`src/rtl/id_issue_pkg.sv`:
```
// Shared types and constants for the ID-stage issue controller.
package id_issue_pkg;

   typedef enum logic {IDLE = 1'b0, BUSY = 1'b1} div_state_e;

   localparam int         SB_MAX_DEF = 3;
   localparam logic [4:0] REG_ZERO   = 5'd0;

   function automatic int sb_cnt_w(input int max_cnt);
      return $clog2(max_cnt + 1);
   endfunction

   localparam int SB_CNT_W = sb_cnt_w(SB_MAX_DEF);

endpackage

```
`src/rtl/reg_scoreboard.sv`:
```
// Per-register pending-write counters with one issue port, one retire port,
// three combinational lookups and a sticky underflow flag.
module reg_scoreboard
   import id_issue_pkg::*;
#(
   parameter int SB_MAX = SB_MAX_DEF,
   parameter int CW     = sb_cnt_w(SB_MAX)
) (
   input  logic          clk,
   input  logic          rst,
   input  logic          iss_en,
   input  logic [4:0]    iss_addr,
   input  logic          ret_en,
   input  logic [4:0]    ret_addr,
   input  logic [4:0]    lk1_addr,
   input  logic [4:0]    lk2_addr,
   input  logic [4:0]    lk3_addr,
   output logic [CW-1:0] lk1_cnt,
   output logic [CW-1:0] lk2_cnt,
   output logic [CW-1:0] lk3_cnt,
   output logic          underflow
);

   localparam logic [CW-1:0] MAXC = CW'(SB_MAX);

   logic [CW-1:0] cnt_q [0:31];
   logic [31:0]   inc_v, dec_v, uf_v;
   logic          uf_q;

   assign inc_v = (iss_en && iss_addr != REG_ZERO) ? (32'd1 << iss_addr) : 32'd0;
   assign dec_v = (ret_en && ret_addr != REG_ZERO) ? (32'd1 << ret_addr) : 32'd0;

   // A retire paired with a same-cycle issue cancels out and is not an underflow.
   always_comb begin
      uf_v = '0;
      for (int r = 1; r < 32; r++)
         uf_v[r] = dec_v[r] & ~inc_v[r] & (cnt_q[r] == '0);
   end

   always_ff @(posedge clk) begin
      if (rst) begin
         for (int r = 0; r < 32; r++) cnt_q[r] <= '0;
         uf_q <= 1'b0;
      end else begin
         for (int r = 1; r < 32; r++) begin
            if (inc_v[r] && !dec_v[r] && cnt_q[r] != MAXC)
               cnt_q[r] <= cnt_q[r] + 1'b1;
            else if (dec_v[r] && !inc_v[r] && cnt_q[r] != '0)
               cnt_q[r] <= cnt_q[r] - 1'b1;
         end
         if (|uf_v) uf_q <= 1'b1;
      end
   end

   assign lk1_cnt   = (lk1_addr == REG_ZERO) ? '0 : cnt_q[lk1_addr];
   assign lk2_cnt   = (lk2_addr == REG_ZERO) ? '0 : cnt_q[lk2_addr];
   assign lk3_cnt   = (lk3_addr == REG_ZERO) ? '0 : cnt_q[lk3_addr];
   assign underflow = uf_q;

endmodule

```
`src/rtl/id_issue_ctrl.sv`:
```
// ID-stage issue decision: RAW/WAW hazard stalls, divider sequencing that
// freezes EX, branch flush gating and a stall-cycle counter.
module id_issue_ctrl
   import id_issue_pkg::*;
#(
   parameter int DIV_CYCLES = 32,
   parameter int SB_MAX     = SB_MAX_DEF
) (
   input  logic        clk,
   input  logic        rst,
   input  logic        id_valid,
   input  logic        id_r1_en,
   input  logic        id_r2_en,
   input  logic [4:0]  id_r1_addr,
   input  logic [4:0]  id_r2_addr,
   input  logic        id_rw_en,
   input  logic [4:0]  id_rw_addr,
   input  logic        id_is_div,
   input  logic        id_redirect,
   input  logic        wb_rw_en,
   input  logic [4:0]  wb_rw_addr,
   output logic        issue,
   output logic        id_stall,
   output logic        ex_bubble,
   output logic        if_flush,
   output logic        ex_hold,
   output logic        div_start,
   output logic        sb_underflow,
   output logic [31:0] stall_cnt
);

   localparam int            CW    = sb_cnt_w(SB_MAX);
   localparam logic [CW-1:0] MAXC  = CW'(SB_MAX);
   localparam int            DW    = 6;
   localparam logic [DW-1:0] DLOAD = DW'(DIV_CYCLES - 1);

   div_state_e    state_q;
   logic [DW-1:0] div_cnt_q;
   logic [31:0]   stall_cnt_q;
   logic [CW-1:0] r1_cnt, r2_cnt, rw_cnt;
   logic          hazard, idle;

   reg_scoreboard #(.SB_MAX(SB_MAX), .CW(CW)) u_sb (
      .clk       (clk),
      .rst       (rst),
      .iss_en    (issue & id_rw_en),
      .iss_addr  (id_rw_addr),
      .ret_en    (wb_rw_en),
      .ret_addr  (wb_rw_addr),
      .lk1_addr  (id_r1_addr),
      .lk2_addr  (id_r2_addr),
      .lk3_addr  (id_rw_addr),
      .lk1_cnt   (r1_cnt),
      .lk2_cnt   (r2_cnt),
      .lk3_cnt   (rw_cnt),
      .underflow (sb_underflow)
   );

   // r0 lookups already return zero, so the address checks are implicit.
   assign hazard = (id_r1_en && r1_cnt != '0) ||
                   (id_r2_en && r2_cnt != '0) ||
                   (id_rw_en && rw_cnt == MAXC);

   assign idle      = (state_q == IDLE);
   assign issue     = id_valid & ~hazard & idle;
   assign id_stall  = id_valid & ~issue;
   assign ex_bubble = ~issue & idle;
   assign if_flush  = issue & id_redirect;
   assign ex_hold   = ~idle;
   assign div_start = issue & id_is_div;
   assign stall_cnt = stall_cnt_q;

   always_ff @(posedge clk) begin
      if (rst) begin
         state_q     <= IDLE;
         div_cnt_q   <= '0;
         stall_cnt_q <= '0;
      end else begin
         if (id_stall) stall_cnt_q <= stall_cnt_q + 32'd1;
         case (state_q)
            IDLE: if (div_start) begin
               state_q   <= BUSY;
               div_cnt_q <= DLOAD;
            end
            BUSY: begin
               if (div_cnt_q == '0) state_q <= IDLE;
               else                 div_cnt_q <= div_cnt_q - 1'b1;
            end
            default: state_q <= IDLE;
         endcase
      end
   end

endmodule

```
`config.mk`:
```
export PLATFORM = sky130hd
export DESIGN_NAME = id_issue_ctrl
export DESIGN_NICKNAME = d
export VERILOG_FILES = /design/src/rtl/id_issue_pkg.sv /design/src/rtl/reg_scoreboard.sv /design/src/rtl/id_issue_ctrl.sv
export SDC_FILE = /design/constraint.sdc
export NUM_CORES = 1
export LEC_CHECK = 0
export BUFFER_PORTS_ARGS = -buffer_cell sky130_fd_sc_hd__buf_2
export CORE_UTILIZATION = 45
export DETAILED_ROUTE_END_ITERATION = 8
export HOLD_SLACK_MARGIN = 0.15
export PLACE_DENSITY_LB_ADDON = 0.15
export REMOVE_ABC_BUFFERS = 1
export SETUP_SLACK_MARGIN = 0.4
export SYNTH_ARGS = -nofsm -noshare
export SYNTH_HDL_FRONTEND = slang
export SYNTH_SLANG_ARGS = --single-unit
```
`constraint.sdc`:
```
create_clock -name clk -period 4.85 [get_ports clk]
set_input_delay 0.97 -clock clk [delete_from_list [all_inputs] [get_ports clk]]
set_output_delay 0.97 -clock clk [all_outputs]
set_load 0.005 [all_outputs]
```
# Word-level counts from Yosys, hierarchy flattened
# Memory sizes are Yosys's and may differ from the RTL's.
# Cells that the tools add are included.
# Widths: inputs -> output; s select.
totals:
  register_bits: 40
  ramBits: 64
  input_bits: 29
  n_memories: 1
op_classes:
  addsub: 64
  n_eq_ne: 34
  shift: 2
  mux: 292
  bitwise: 165
  n_reduce_logical: 265
memory_table:
  columns: ["name", "words", "width", "read_ports", "rd_clocked_by_memory_dff", "write_ports", "line", "text"]
  rows:
  - ["u_sb.cnt_q", 32, 2, 34, 0, 32, "reg_scoreboard.sv:26", "logic [CW-1:0] cnt_q [0:31];"]
ops:
  columns: ["operator", "n"]
  rows:
  - ["$mux 1", 221]
  - ["$mux 2", 65]
  - ["$logic_and 1x1->1", 129]
  - ["$and 1x1->1", 69]
  - ["$ne 2x2->1 const B", 33]
  - ["$reduce_bool 2->1", 33]
  - ["$mux 32", 2]
  - ["$shl 1x5->32 const A", 2]
  - ["$add 2x1->2 const B", 31]
  - ["$logic_not 1->1", 62]
  - ["$logic_not 2->1", 31]
  - ["$or 1x1->1", 62]
  - ["$sub 2x1->2 const B", 31]
  - ["$not 1->1", 34]
  - ["$add 32x1->32 const B", 1]
  - ["$reduce_or 31->1", 1]
  - ["$logic_not 5->1", 3]
  - ["$mux 6", 2]
  - ["$pmux 6 s2", 1]
  - ["$reduce_bool 5->1", 2]
  - ["$logic_not 6->1", 1]
  - ["$sub 6x1->6 const B", 1]
  - ["$eq 2x2->1 const B", 1]
  - ["$logic_or 1x1->1", 2]
  - ["other kinds (2)", 2]

# Depth between registers and ports, before layout
logic_depth:
  depth_word: 20
  depth_mapped: 15
  depth_no_buf: 12

# Cells and area by module
# From an unflattened synthesis, not the netlist that was laid out.
hier_totals:
  hier_cells: 905
  hier_area_um2: 8742.1
modules_own_cells:
  columns: ["module", "n_inst", "cells_each", "area_per_inst_um2", "seq_area_each_um2"]
  rows:
  - ["reg_scoreboard", 1, 653, 6573.8, 1881.8]
  - ["id_issue_ctrl", 1, 252, 2168.3, 780.7]

# Least setup slack after synthesis
# Ideal clock, no wire load.
synth_timing:
  path_type: "in2out"
  startpoint: "in id_r2_addr[0]"
  endpoint: "out div_start"
  arrival_ps: 3182
  required_ps: 3880
  path_slack_ps: 698
  cell_stages: 10
  path_buffers: 2
  cell_sequence: "clkbuf_1 -> mux4_2 -> a211o_1 -> a311oi_4 -> nor2_4 -> nand2_4 -> inv_4 -> buf_2 -> nand2_1 -> inv_1"
synth_between:
  elab_chain_cells: 10
synth_lines:
  columns: ["item", "line", "text"]
  rows:
  - ["start, declared", "id_issue_ctrl.sv:15", "input logic [4:0] id_r2_addr,"]
  - ["$mem_v2 32x2 or $logic_not 5->1 (tied branches)", null, null]
  - ["$mux 2 *", "reg_scoreboard.sv:56", "assign lk2_cnt = (lk2_addr == REG_ZERO) ? '0 : cnt_q[lk2_addr];"]
  - ["$reduce_bool 2->1 *", "id_issue_ctrl.sv:61", "(id_r2_en && r2_cnt != '0) ||"]
  - ["$logic_and 1x1->1 *", "id_issue_ctrl.sv:61", null]
  - ["$logic_or 1x1->1 *", "id_issue_ctrl.sv:60", "assign hazard = (id_r1_en && r1_cnt != '0) ||"]
  - ["$logic_or 1x1->1 *", "id_issue_ctrl.sv:61", null]
  - ["$not 1->1 *", "id_issue_ctrl.sv:65", "assign issue = id_valid & ~hazard & idle;"]
  - ["$and 1x1->1 * (2 in series)", "id_issue_ctrl.sv:65", null]
  - ["net issue", "id_issue_ctrl.sv:22", "output logic issue,"]
  - ["$and 1x1->1 *", "id_issue_ctrl.sv:70", "assign div_start = issue & id_is_div;"]
  - ["end, declared", "id_issue_ctrl.sv:27", "output logic div_start,"]
# The timed path passes the listed nets; every way through them passes the cells marked *.

# Worst setup path in the final report
layout_timing:
  startpoint: "in id_rw_addr[2]"
  endpoint: "out id_stall"
layout_between:
  elab_chain_cells: 10
layout_lines:
  columns: ["item", "line", "text"]
  rows:
  - ["start, declared", "id_issue_ctrl.sv:17", "input logic [4:0] id_rw_addr,"]
  - ["$mem_v2 32x2 or $logic_not 5->1 (tied branches)", null, null]
  - ["$mux 2 *", "reg_scoreboard.sv:57", "assign lk3_cnt = (lk3_addr == REG_ZERO) ? '0 : cnt_q[lk3_addr];"]
  - ["$eq 2x2->1 *", "id_issue_ctrl.sv:62", "(id_rw_en && rw_cnt == MAXC);"]
  - ["$logic_and 1x1->1 *", "id_issue_ctrl.sv:62", null]
  - ["$logic_or 1x1->1 *", "id_issue_ctrl.sv:61", null]
  - ["$not 1->1 *", "id_issue_ctrl.sv:65", null]
  - ["$and 1x1->1 * (2 in series)", "id_issue_ctrl.sv:65", null]
  - ["$not 1->1 *", "id_issue_ctrl.sv:66", "assign id_stall = id_valid & ~issue;"]
  - ["$and 1x1->1 *", "id_issue_ctrl.sv:66", null]
  - ["end, declared", "id_issue_ctrl.sv:23", "output logic id_stall,"]
# Every way passes the cells marked *; elsewhere a longest branch is shown, timed or not.

==> flow_metrics.tcl <==
set metrics [dict create \
    status "completed" \
    nets 992 \
    syn-cell-area_um2 7521 \
    ys_ff_latch 102 \
    critical_path.max_stage_delay_ns 0.58 \
    insertion_delay_ns 0.36 \
    cts_tree "yes" \
    totalWireLength_mm 23.99 \
    dr.pass1.iters 5 \
    power_density_nw_per_um2 253.6 \
    num_io_pins 68 \
    worst_path_most_repeated_cell "buf_4" \
    rsz0062_at_grt "true" \
    timing.max_cap.violations 0 \
    maxSlewViolCount 0 \
    hold_buffers 0 \
    seq_area_um2 2663 \
    cts_max_level 3 \
    initial_core_util_pct 46.67 \
    skew_ns 0.01476 \
    avgSynthCellArea_um2 8.320 \
    hold_path.class "reg2reg" \
    dp_hpwl_mm 18.04 \
    period_needed_ns 4.384 \
    layout_common_cells "nor2_1, nand2_1, buf_2" \
    tns_ns 0 \
    setup_viol 0 \
    overflow 0 \
    grt_max_degree 43 \
    crit_chain "buf_4, mux4_2, a221oi_1, nor4_2, nand3_2, nor2_4, buf_4, a21boi_1, buf_2" \
    layout-drive-gt1-share_pct 15.25 \
    diodes 0 \
    worst_slack_ns 0.4658 \
    cts_buffers 9 \
    finalHoldViolCount 0 \
    slew-limit-headroom_pct 36.65 \
    synth_async_sr_flop_share_pct 0 \
    cp-startpoint "id_rw_addr[2]" \
    die_h_um 131.3 \
    drc 0 \
    clock-root-buffer "clkbuf_16" \
    ir_worst_vdd_v 0.0001745 \
    r2r_start "u_sb.cnt_q[9][0]" \
    via_per_inst 6.196 \
    fmax_mhz 228.1 \
    syn2layout_area_growth_pct 11.89 \
    ff2ff_setup_slack_ns 1.22 \
    yosysSeqAreaShare_pct 35.40 \
    cp-end-kind "output port" \
    synth_cells 904 \
    antenna_found_initial 0 \
    fill_cells 1588 \
    cp.arrival_ns 3.41 \
    synth_top_cell_area_share_pct 24.75 \
    clock_sinks 102 \
    yosys-top-cells-area "edfxtp_1, dfxtp_1, nor2_1, nand2_1, xor2_1" \
    critPathMaxFanout 19 \
    synth_edf_count 62 \
    place_ws_ns 0.3678 \
    grtUsageTotal_pct 28.07 \
    worst_path_max_delay_cell "mux4_2" \
    synthFlopType "edfxtp_1" \
    start_kind "input port" \
    period_share_pct 90.40 \
    grt_pass1_vias 6690 \
    clock_path_buffers 2 \
    mostFrequentLayoutCell "nor2_1" \
    clkSlewWorstSetupHoldPaths_ns 0.07 \
    crit_family "compound AO/OA/AOI/OAI gates" \
    place_congestion 0.9762 \
    std_cell_rows 46 \
    dieWidth_um 131.3 \
    ant_nets 0 \
    wire_per_inst_um 20.33 \
    cp_num_buf_inv 3 \
    hold_path_startpoint "stall_cnt[5]" \
    multi_input_area_um2 4614 \
    leakage_nw 3.053 \
    yosys.area.top_type "edfxtp_1" \
    synth.distinct_cells 77 \
    die_area_um2 17230 \
    drt_iter0_markers 716 \
    num_vias 7311 \
    required_ns 3.88 \
    portBuffers 67 \
    grt_first_pass_wirelength_mm 37.72 \
    worst_pin_slew_ns 0.9430 \
    crit_type "in2out" \
    ys_warn_count 0 \
    core_area_um2 16120 \
]
synthesized netlist by cell type (6+ instances only):
master      n
a211o_1     6
a211oi_1   21
a21oi_1    36
a221oi_1    7
a311o_1     9
a311oi_1    6
a31oi_1    25
and2_1     11
and3_1     11
and4_1      6
buf_2       8
clkbuf_1   31
dfxtp_1    40
edfxtp_1   62
inv_1      14
mux2i_1     6
mux4_2     14
nand2_1   112
nand2b_1    8
nand3_1    50
nand3b_1    8
nand4_1    13
nor2_1    151
nor2b_1     6
nor3_1     40
nor3b_1    10
nor4_1      8
o211ai_1    6
o21ai_0    17
or2_2       7
or3_1      15
xnor2_1    18
xor2_1     41
power by group:
group | internal, mW | switching (mW)
combinational | 0.138 | 0.240
clock | 0.400 | 0.343
sequential | 0.962 | 0.0503
total | 1.50 | 0.634
cell type report:
class | count | share of cell area [%]
multi-input cells | 742 | 54.83
flip-flops and latches | 102 | 31.64
repair buffers | 88 | 5.992
well taps | 216 | 3.211
clock buffers | 12 | 3.182
inverters | 16 | 0.7434
clock inverters | 4 | 0.4014
kinds of logic (layout without fill, tap and decap cells):
logic type               count (synthesis)  in the layout  synth area share, %
AND/OR/NAND/NOR                        490            490                32.21
AO/OA/AOI/OAI                          166            166                16.00
flip-flops                             102            102                35.40
buffers and inverters                   60            120                3.410
XOR/XNOR                                59             59                6.871
multiplexers                            23             23                5.440
adder cells (fa/ha/maj)                  4              4               0.6655
per-layer routing:
metal | global-route usage [%] | wire (um) | vias up
li1 | - | - | 3455
met1 | 39.39 | 10590 | 3453
met3 | 4.823 | 2003 | 55
met5 | 0 | 0 | -
met2 | 43.20 | 10730 | 348
met4 | 10.27 | 667 | 0
tightest hold or removal path: stages, from the launching register on:
cell and delay (ns):
dfxtp_1 0.33, o21ai_0 0.07, a21oi_1 0.06
through the flow:
stage	std cells	hold slack, ns	area [um2]	power, mW	util (%)
3_3_place_gp	1163	0.4871	8085	1.393	50.17
3_5_place_dp	1163	0.4895	8085	1.396	50.17
6_report	1180	0.5011	8416	2.134	52.22
2_1_floorplan	860	0.4768	7327	1.233	-
4_1_cts	1179	0.5019	8396	2.140	52.10
5_1_grt	1180	0.5248	8416	2.219	52.22
what timing repair did:
action                                  CTS  global route
endpoints found under the setup margin    2             2
pin swaps                                 0             2
buffers inserted                          0             1
gates resized for setup                   2             3
path summary, 6_finish.rpt:
path               endpoint  cells past startpoint
max reg2reg  u_sb.underflow                     13
max                id_stall                      9
min            stall_cnt[5]                      2
min reg2reg    stall_cnt[5]                      2
registers in the layout, indices dropped and copies added (netlist names):
signal and count:
u_sb.cnt_q 62, stall_cnt 32, div_cnt_q 6, ex_hold 1, u_sb.underflow 1
No activity file was read; power rests on OpenSTA's default activity.
